===== config.mk =====
export PLATFORM = sky130hd
export DESIGN_NAME = tape_controller_flat
export DESIGN_NICKNAME = d
export VERILOG_FILES = /design/src/rtl/tape_controller_pkg.sv /design/src/rtl/tape_controller_if.sv /design/src/rtl/tape_controller.sv /design/src/flat_wrapper.sv
export SDC_FILE = /design/constraint.sdc
export NUM_CORES = 1
export LEC_CHECK = 0
export ABC_AREA = 0
export CELL_PAD_IN_SITES_DETAIL_PLACEMENT = 1
export CELL_PAD_IN_SITES_GLOBAL_PLACEMENT = 1
export CORE_MARGIN = 2
export CORE_UTILIZATION = 35
export CTS_CLUSTER_DIAMETER = 120
export DETAILED_ROUTE_END_ITERATION = 10
export GPL_TIMING_DRIVEN = 0
export PLACE_DENSITY_LB_ADDON = 0.1
export SLEW_MARGIN = 20
export SYNTH_ARGS = -nofsm -noshare
export SYNTH_HDL_FRONTEND = slang
export SYNTH_SLANG_ARGS = --single-unit

===== constraint.sdc =====
create_clock -name clk -period 9.01 [get_ports clk]
set_input_delay 2.703 -clock clk [delete_from_list [all_inputs] [get_ports clk]]
set_output_delay 2.703 -clock clk [all_outputs]
set_load 0.01 [all_outputs]

===== src/rtl/tape_controller_pkg.sv =====
// Shared types for the tape data path: command opcodes, controller states, default widths.
package tape_pkg;

    localparam int ADDR_W_DEF = 8;
    localparam int DATA_W_DEF = 8;

    typedef enum logic [2:0] {
        OP_INC   = 3'd0,
        OP_DEC   = 3'd1,
        OP_RIGHT = 3'd2,
        OP_LEFT  = 3'd3,
        OP_OUT   = 3'd4,
        OP_IN    = 3'd5,
        OP_NOP   = 3'd6,
        OP_CLR   = 3'd7
    } op_e;

    typedef enum logic [1:0] {
        ST_CLEAR    = 2'd0,
        ST_IDLE     = 2'd1,
        ST_WAIT_OUT = 2'd2,
        ST_WAIT_IN  = 2'd3
    } state_e;

endpackage


===== src/rtl/tape_controller_if.sv =====
// Command handshake plus byte in/out streams between the sequencer side and the tape controller.
interface tape_controller_if
    import tape_pkg::*;
#(
    parameter int DATA_W = DATA_W_DEF
);
    logic              cmd_valid;
    logic              cmd_ready;
    op_e               cmd_op;

    logic              in_valid;
    logic              in_ready;
    logic [DATA_W-1:0] in_data;

    logic              out_valid;
    logic              out_ready;
    logic [DATA_W-1:0] out_data;

    modport master (
        output cmd_valid, cmd_op, in_valid, in_data, out_ready,
        input  cmd_ready, in_ready, out_valid, out_data
    );

    modport slave (
        input  cmd_valid, cmd_op, in_valid, in_data, out_ready,
        output cmd_ready, in_ready, out_valid, out_data
    );
endinterface


===== src/rtl/tape_controller.sv =====
// Data-side tape initiator: executes + - > < . , NOP and clear-cell, zero-fills the tape after reset.
// Latency: arithmetic/pointer commands 1 cycle; . and , wait for their stream handshake.
// Backpressure: cmd_ready low while clearing or waiting on out_ready / in_valid.
module tape_controller
    import tape_pkg::*;
#(
    parameter int ADDR_W         = ADDR_W_DEF,
    parameter int DATA_W         = DATA_W_DEF,
    parameter int CLEAR_ON_RESET = 1
) (
    input  logic              clk,
    input  logic              rst_n,
    tape_controller_if.slave  cmd_if,
    output logic              busy,
    output logic [ADDR_W-1:0] ptr,
    output logic              cell_zero,
    output logic              mem_load,
    output logic [DATA_W-1:0] mem_datain,
    output logic [ADDR_W-1:0] mem_write_address,
    output logic [ADDR_W-1:0] mem_read_address,
    input  logic [DATA_W-1:0] mem_out
);

    localparam state_e RST_STATE = (CLEAR_ON_RESET != 0) ? ST_CLEAR : ST_IDLE;

    state_e            r_state,   w_state_nxt;
    logic [ADDR_W-1:0] r_ptr,     w_ptr_nxt;
    logic [ADDR_W-1:0] r_cnt,     w_cnt_nxt;
    logic              r_out_vld, w_out_vld_nxt;
    logic [DATA_W-1:0] r_out_dat, w_out_dat_nxt;
    logic              r_in_rdy,  w_in_rdy_nxt;

    logic              w_load;
    logic [ADDR_W-1:0] w_waddr;
    logic [DATA_W-1:0] w_wdata;
    logic              w_cmd_rdy;
    logic              w_busy;

    always_ff @(posedge clk or negedge rst_n) begin
        if (!rst_n) begin
            r_state   <= RST_STATE;
            r_ptr     <= '0;
            r_cnt     <= '0;
            r_out_vld <= 1'b0;
            r_out_dat <= '0;
            r_in_rdy  <= 1'b0;
        end else begin
            r_state   <= w_state_nxt;
            r_ptr     <= w_ptr_nxt;
            r_cnt     <= w_cnt_nxt;
            r_out_vld <= w_out_vld_nxt;
            r_out_dat <= w_out_dat_nxt;
            r_in_rdy  <= w_in_rdy_nxt;
        end
    end

    always_comb begin
        w_state_nxt   = r_state;
        w_ptr_nxt     = r_ptr;
        w_cnt_nxt     = r_cnt;
        w_out_vld_nxt = r_out_vld;
        w_out_dat_nxt = r_out_dat;
        w_in_rdy_nxt  = r_in_rdy;
        w_load        = 1'b0;
        w_waddr       = r_ptr;
        w_wdata       = '0;
        w_cmd_rdy     = 1'b0;
        w_busy        = 1'b0;

        case (r_state)
            ST_CLEAR: begin
                w_busy    = 1'b1;
                w_load    = 1'b1;
                w_waddr   = r_cnt;
                w_cnt_nxt = r_cnt + ADDR_W'(1);
                if (r_cnt == '1) begin
                    w_state_nxt = ST_IDLE;
                end
            end
            ST_IDLE: begin
                w_cmd_rdy = 1'b1;
                if (cmd_if.cmd_valid) begin
                    // Memory read is combinational, so INC/DEC are a same-cycle read-modify-write.
                    case (cmd_if.cmd_op)
                        OP_INC: begin
                            w_load  = 1'b1;
                            w_wdata = mem_out + DATA_W'(1);
                        end
                        OP_DEC: begin
                            w_load  = 1'b1;
                            w_wdata = mem_out - DATA_W'(1);
                        end
                        OP_CLR: begin
                            w_load  = 1'b1;
                        end
                        OP_RIGHT: w_ptr_nxt = r_ptr + ADDR_W'(1);
                        OP_LEFT:  w_ptr_nxt = r_ptr - ADDR_W'(1);
                        OP_OUT: begin
                            w_out_vld_nxt = 1'b1;
                            w_out_dat_nxt = mem_out;
                            w_state_nxt   = ST_WAIT_OUT;
                        end
                        OP_IN: begin
                            w_in_rdy_nxt = 1'b1;
                            w_state_nxt  = ST_WAIT_IN;
                        end
                        default: ;
                    endcase
                end
            end
            ST_WAIT_OUT: begin
                if (cmd_if.out_ready) begin
                    w_out_vld_nxt = 1'b0;
                    w_state_nxt   = ST_IDLE;
                end
            end
            ST_WAIT_IN: begin
                if (cmd_if.in_valid) begin
                    w_load       = 1'b1;
                    w_wdata      = cmd_if.in_data;
                    w_in_rdy_nxt = 1'b0;
                    w_state_nxt  = ST_IDLE;
                end
            end
            default: w_state_nxt = ST_IDLE;
        endcase
    end

    assign cmd_if.cmd_ready = w_cmd_rdy;
    assign cmd_if.out_valid = r_out_vld;
    assign cmd_if.out_data  = r_out_dat;
    assign cmd_if.in_ready  = r_in_rdy;

    assign busy              = w_busy;
    assign ptr               = r_ptr;
    assign cell_zero         = (mem_out == '0);
    assign mem_load          = w_load;
    assign mem_datain        = w_wdata;
    assign mem_write_address = w_waddr;
    assign mem_read_address  = r_ptr;

endmodule


===== src/flat_wrapper.sv =====
// flat-port wrapper written by rule: the top's interface ports become plain ports
module tape_controller_flat import tape_pkg::*;
#(
    parameter int ADDR_W         = ADDR_W_DEF,
    parameter int DATA_W         = DATA_W_DEF,
    parameter int CLEAR_ON_RESET = 1
)
  (clk, rst_n, busy, ptr, cell_zero, mem_load, mem_datain, mem_write_address, mem_read_address, mem_out, cmd_if_cmd_valid, cmd_if_cmd_op, cmd_if_in_valid, cmd_if_in_data, cmd_if_out_ready, cmd_if_cmd_ready, cmd_if_in_ready, cmd_if_out_valid, cmd_if_out_data);
  tape_controller_if #(.DATA_W(DATA_W)) cmd_if_i ();
  input  logic clk;
  input  logic rst_n;
  output logic busy;
  output logic [ADDR_W-1:0] ptr;
  output logic cell_zero;
  output logic mem_load;
  output logic [DATA_W-1:0] mem_datain;
  output logic [ADDR_W-1:0] mem_write_address;
  output logic [ADDR_W-1:0] mem_read_address;
  input  logic [DATA_W-1:0] mem_out;
  input wire logic [$bits(cmd_if_i.cmd_valid)-1:0] cmd_if_cmd_valid;
  input wire logic [$bits(cmd_if_i.cmd_op)-1:0] cmd_if_cmd_op;
  input wire logic [$bits(cmd_if_i.in_valid)-1:0] cmd_if_in_valid;
  input wire logic [$bits(cmd_if_i.in_data)-1:0] cmd_if_in_data;
  input wire logic [$bits(cmd_if_i.out_ready)-1:0] cmd_if_out_ready;
  output wire logic [$bits(cmd_if_i.cmd_ready)-1:0] cmd_if_cmd_ready;
  output wire logic [$bits(cmd_if_i.in_ready)-1:0] cmd_if_in_ready;
  output wire logic [$bits(cmd_if_i.out_valid)-1:0] cmd_if_out_valid;
  output wire logic [$bits(cmd_if_i.out_data)-1:0] cmd_if_out_data;
  assign cmd_if_i.cmd_valid = cmd_if_cmd_valid;
  assign cmd_if_i.cmd_op = cmd_if_cmd_op;
  assign cmd_if_i.in_valid = cmd_if_in_valid;
  assign cmd_if_i.in_data = cmd_if_in_data;
  assign cmd_if_i.out_ready = cmd_if_out_ready;
  assign cmd_if_cmd_ready = cmd_if_i.cmd_ready;
  assign cmd_if_in_ready = cmd_if_i.in_ready;
  assign cmd_if_out_valid = cmd_if_i.out_valid;
  assign cmd_if_out_data = cmd_if_i.out_data;
  tape_controller #(.ADDR_W(ADDR_W), .DATA_W(DATA_W), .CLEAR_ON_RESET(CLEAR_ON_RESET)) u_core (.clk(clk), .rst_n(rst_n), .cmd_if(cmd_if_i), .busy(busy), .ptr(ptr), .cell_zero(cell_zero), .mem_load(mem_load), .mem_datain(mem_datain), .mem_write_address(mem_write_address), .mem_read_address(mem_read_address), .mem_out(mem_out));
endmodule

==> metrics.txt <==
status=complete, no violations; hold path cells=2; Hold Violations, Final=0; hold endpoint=u_core.cmd_if.out_data[2]$_DFFE_PN0P_; share of layout cells above drive strength 1=0.07921; critical path depth=12; top-count cell post-synth=nand2_1; Critical R2R Capture=u_core.mem_read_address[7]$_DFFE_PN0P_; Critical Path End Type=primary output; Placer Congestion=0.7941; pin count of the biggest net entering global routing=29; Area Growth Syn to Fin=39.61%; number of library cell types mapped by synthesis=39; Hold Crit Start=u_core.cmd_if.out_data[2]$_DFFE_PN0P_; row count=27; flops & latches, synth=28; DR vias=1865; Post-DP HPWL=~4300 µm; top cells by count, synth=nand2_1, dfrtp_1, o21ai_0; total die area=between 0.006 and 0.007 mm²; hold_buf cts=0; sequential share of the synthesized area=0.3526; vias in the first global route=1861; wirelength, routed=around 5500 µm; # fillers=683; critical path's top delay family=buffers and inverters; post-CTS setup buffer count=0; final setup fails=0; Worst Tran Pin Value=approximately 0.75 ns; Routed Antenna Nets=0; CP Max Fanout=9; share of the synthesized area in the top cell type=0.3526; crit path max-delay cell type=clkdlybuf4s50_1; Cell Chain, Critical Path=clkdlybuf4s50_1 > or3b_1 > buf_6 > xnor2_1 > ha_1 > o31a_1 > o22ai_1 > a21oi_1 > nor2_1 > xor2_1 > o21ai_0 > clkdlybuf4s50_1; drt first pass iters=4; gr ovfl total=0; total power=approximately 770 µW; worst skew pair latency=0.27 ns; depth of the most critical reg-to-reg path=7; Die X-Extent=79.35 µm; Rel. slew slack=0.4973; r2r startpoint=u_core.mem_read_address[1]$_DFFE_PN0P_; pins over their slew limit=0; syn_area_per_cell=approximately 8.5 µm²; CP max stage delay=0.58 ns; Startpoint Class=primary input; largest area contributor in the netlist=dfrtp_1; Buf/Inv on CP=3; Core Area=roughly 0.0055 mm²; Clock Skews=about 0.0054 ns; aggregate global-route resource usage=0.1848; Ys Warns=0; clock transition at the registers of the reported paths=about 0.090 ns; Syn Inst Count=234; RSZ-0062 raised after global routing=no; setup TNS=0 ns; Max-cap violations=0; Net Count, Synth=270; final period utilization=0.9189; required time of the worst setup path=about 6.3 ns; R2R Setup Slk=about 6.9 ns; Synth area leaders=dfrtp_1, nand2_1, ha_1; Vias/cell=4.973; Ports=70; EDFF count, synth=0; n_diodes=0; Tmin final=around 8.3 ns; CTS tree=yes; Max Fclk=approximately 120 MHz; initial DRC count=42; clock buffer depth=2; Synth async-reset ratio=1.000; Synth Cell Area=a little under 0.002 mm²; CTS Buf Count=3; most used cell, CP=clkdlybuf4s50_1; Power Dens Cells=between 200 and 300 mW/mm²; P_leak=1.200 nW; Setup CP Type=primary input to primary output; final core occ=0.5037; DIE HEIGHT=between 70 and 80 µm; Peak supply drop=about 0.14 mV; Initial Util=0.3608; CP Data Arrival Time=around 5.6 ns; initial antenna violation count=0; H-tree lvl count=1; clock sink total=28; Remaining DRCs=0; PortBufs=66; ys flop type=dfrtp_1; post-cts repair resize count=0; Final nets=between 300 and 400; mean routed wirelength per cell=approximately 15 µm; worst hold path class=register to register; global-route wire length before repair=approximately 9300 µm; Root Driver=clkbuf_8
==> how the worst max path moves through the flow <==
stage / start / end / slack, ns
global route: cmd_if_cmd_op[0] / mem_datain[6] / 0.50
floorplan: cmd_if_cmd_op[2] / mem_datain[6] / 1.77
finish: cmd_if_cmd_op[0] / mem_datain[6] / 0.73
CTS: cmd_if_cmd_op[0] / mem_datain[6] / 0.70
detailed placement: cmd_if_cmd_op[0] / mem_datain[6] / 0.72
global placement: cmd_if_cmd_op[0] / mem_datain[6] / 0.73
==> stage by stage <==
stage	hold WS (ns)	setup slack, ns	instance area (µm²)	cells
final	0.4863	0.7305	2774	375
after global routing	0.5149	0.5039	2774	375
after CTS	0.4889	0.7000	2774	375
after detailed placement	0.4646	0.7215	2733	372
after global placement	0.4608	0.7335	2738	372
after floorplan	0.4534	1.773	1987	234
==> area by class of cell <==
cell class / count / area, µm² / share of cell area
clock buffer: 3 / 41.29 / 0.01488
tap: 72 / 90.09 / 0.03248
inverter: 10 / 42.54 / 0.01534
timing repair buffer: 66 / 655.6 / 0.2364
sequential: 28 / 700.7 / 0.2526
buffer: 17 / 110.1 / 0.03969
multi-input combinational: 179 / 1134 / 0.4087
==> worst min-delay path, delay by kind of cell (launching register included) <==
family,cells,cell delay [ns]
simple gates,2,0.10
flops,1,0.36
==> registers in the layout, summed over array words and instances, names as in the netlist <==
signal	count
u_core.r_cnt	8
u_core.r_state	2
u_core.cmd_if.in_ready	1
u_core.cmd_if.out_valid	1
u_core.cmd_if.out_data	8
u_core.mem_read_address	8
==> cell usage in the layout, fill, tap and decap left out, drive strengths merged, types with 2 or more instances in the layout <==
master,instances
a21oi,6
ha,11
o22ai,2
nor2,12
clkdlybuf4s50,65
nand2,50
a211oi,2
nand4,5
dfrtp,28
o21ai,20
inv,9
mux2,7
nor3,2
nand3,6
or4,2
nand2b,3
nor2b,3
and3,5
xor2,8
buf,12
o21a,4
o31ai,5
clkbuf,9
xnor2,13
a31oi,2
==> cells by family after synthesis <==
group | Yosys count | share of synthesized area
compound gates | 48 | 0.1486
xor+xnor | 21 | 0.09257
fa+ha+maj | 13 | 0.08501
buf+inv | 27 | 0.07682
flops | 28 | 0.3526
mux | 8 | 0.04471
simple gates | 89 | 0.1996
==> power breakdown <==
group	internal, mW	leakage, nW	switching (mW)
clock	0.0300	0.0216	0.0377
combinational	0.265	0.827	0.198
sequential	0.179	0.351	0.0569
total	0.473	1.20	0.293
==> per-layer routing <==
metal / vias to the layer above / global-route usage / share of wire / routed length, µm
li1: 936 / - / - / -
met1: 892 / 0.2877 / 0.52 / 2858
met2: 37 / 0.2746 / 0.45 / 2443
met3: 0 / 0.02045 / 0.028 / 154
met4: 0 / 0.03621 / 0 / 0
met5: - / 0 / 0 / 0
No activity file was read; power rests on OpenSTA's default activity.
==> patch: new RTL, config.mk and constraints unchanged <==
Set the package constant `ADDR_W_DEF` to 6 (it was 8).
--- a/src/rtl/tape_controller_pkg.sv
+++ b/src/rtl/tape_controller_pkg.sv
@@ -2,5 +2,5 @@
 package tape_pkg;
 
-    localparam int ADDR_W_DEF = 8;
+    localparam int ADDR_W_DEF = 6;
     localparam int DATA_W_DEF = 8;
 
Interface: changed (resized mem_read_address, mem_write_address and ptr); port bits go from 70 to 64. The function was not compared with the original's and may differ.
==> patch against the original RTL <==
Routed wire length shrank 20%. Power fell by 12%. Final area is 13% lower. Synthesized area is 15% lower. Sequential cell count fell by 4. Die area shrank 15%. Sequential power down 12%. Critical path depth is the same. Worst setup slack got worse by 0.023 ns. Critical path type unchanged. Critical endpoint unchanged. Largest power group unchanged.
==> patch: results (changes against the original RTL) <==
Run status
  • Status: completed (unchanged)

GRT
  • GRT met1 Usage: 23.8% (was 28.8%)
  • Met2 track demand over resource: 27.0% (was 27.5%)
  • Vias in the first global route: 1501 (was 1861)
  • Largest net degree at the start of global routing: 25 (was 29)
  • Gr usage total: 16.6% (was 18.5%)
  • Routing usage on met3: 2.74% (was 2.05%)

Placed design
  • GPL Wtd Cong: 0.824 (was 0.794)
  • Dpl hpwl: 3570 um (was 4320 um)
  • Port Buffers: 61 (was 66)
  • Dpl cell area: 2360 um^2 (was 2730 um^2)

Synthesis
  • Synth top area cells: dfrtp_1, nand2_1, ha_1, xnor2_1, o21ai_0 (unchanged)
  • Commonest cells in the netlist: nand2_1, dfrtp_1, o21ai_0, xnor2_1 (was nand2_1, dfrtp_1, o21ai_0, xnor2_1, nor2_1)
  • Synth Area in XOR/XNOR: 9.89% (was 9.26%)
  • Post-synthesis compound-gate area fraction: 13.3% (was 14.9%)
  • Mux cell area share after synthesis: 3.94% (was 4.47%)
  • Commonest register cell after synthesis: dfrtp_1 (unchanged)
  • Synth Area in Adders: 8.55% (was 8.50%)
  • Number of library cell types mapped by synthesis: 38 (was 39)
  • Mapped Nets: 236 (was 270)

Worst setup path
  • Critical path's top delay family: buffers and inverters (unchanged)
  • Critical Path AT: 5.60 ns (was 5.58 ns)

Layout
  • Fillers: 577 (was 683)
  • Nets: 302 (was 341)
  • Layout cells sized above 1: 7.87% (was 7.92%)

Timing
  • Max_slew headroom: 53.5% (was 49.7%)

Pwr
  • Leak: 1.06 nW (was 1.20 nW)

Route
  • Total routed wirelength: 4380 um (was 5460 um)
  • Via count: 1589 (was 1865)
==> patch: cell types whose count changed after synthesis, moves of 3 or more <==
cell / change
dfrtp_1: -4
nor2_1: -3
o31ai_1: -4
a21oi_1: +4
o21a_1: -3
==> patch: layout make-up <==
| type | instances | area [um^2] | share of cell area, % |
|---|---|---|---|
| well taps | 54 | 67.6 | 2.80 |
| repair buffers | 61 | 606 | 25.1 |
| inverters | 11 | 46.3 | 1.92 |
| clock buffers | 4 | 55.1 | 2.28 |
| plain buffers | 12 | 75.1 | 3.11 |
| multi-input cells | 155 | 961 | 39.9 |
| flip-flops and latches | 24 | 601 | 24.9 |
==> patch: path summary, 6_finish.rpt <==
kind / start / end / slack [ns] / cells past startpoint
setup / recovery: cmd_if_cmd_op[0] / mem_datain[6] / 0.71 / 12
hold reg to reg: u_core.cmd_if.out_data[4] / u_core.cmd_if.out_data[4] / 0.48 / 2
min in group asynchronous: rst_n / u_core.cmd_if.out_data[5] / 2.40 / 1
max in group asynchronous: rst_n / u_core.cmd_if.out_data[4] / 6.26 / 1
setup reg to reg: u_core.mem_read_address[1] / u_core.mem_read_address[5] / 7.15 / 7
hold / removal: u_core.cmd_if.out_data[4] / u_core.cmd_if.out_data[4] / 0.48 / 2
==> patch: kinds of logic after synthesis <==
family / after synthesis
xor gates and xnor gates: 19
muxes: 6
AOI/OAI and AO/OA: 39
adders and majority gates: 11
buffers and inverters: 23
and+or+nand+nor: 80
DFF: 24
==> patch: routing by layer <==
| metal | vias to the layer above | wire (um) |
|---|---|---|
| met5 | - | 0 |
| met4 | 0 | 28 |
| met3 | 5 | 166 |
| met2 | 37 | 2030 |
| met1 | 740 | 2160 |
| li1 | 807 | - |
==> patch: power breakdown <==
group	internal (mW)	switching [mW]	leakage (nW)
clock	0.0390	0.0327	0.0288
sequential	0.158	0.0504	0.297
combinational	0.231	0.167	0.737
==> patch: stage by stage <==
| step | power [mW] | setup slack, ns | util (%) | instances |
|---|---|---|---|---|
| global route | 0.732 | 0.515 | 51.4 | 321 |
| detailed placement | 0.613 | 0.698 | 50.3 | 317 |
| finish | 0.678 | 0.707 | 51.4 | 321 |
| floorplan | 0.401 | 1.86 | - | 202 |
| global placement | 0.603 | 0.711 | 50.3 | 317 |
| CTS | 0.688 | 0.691 | 51.5 | 321 |
==> patch: worst reg2reg max path, stage by stage, from the launching register on <==
cell,delay (ns)
dfrtp_1,0.43
ha_1,0.32
a21o_1,0.17
a21oi_1,0.21
o21ai_0,0.14
nand3_1,0.09
nor3b_1,0.26
xor2_1,0.16
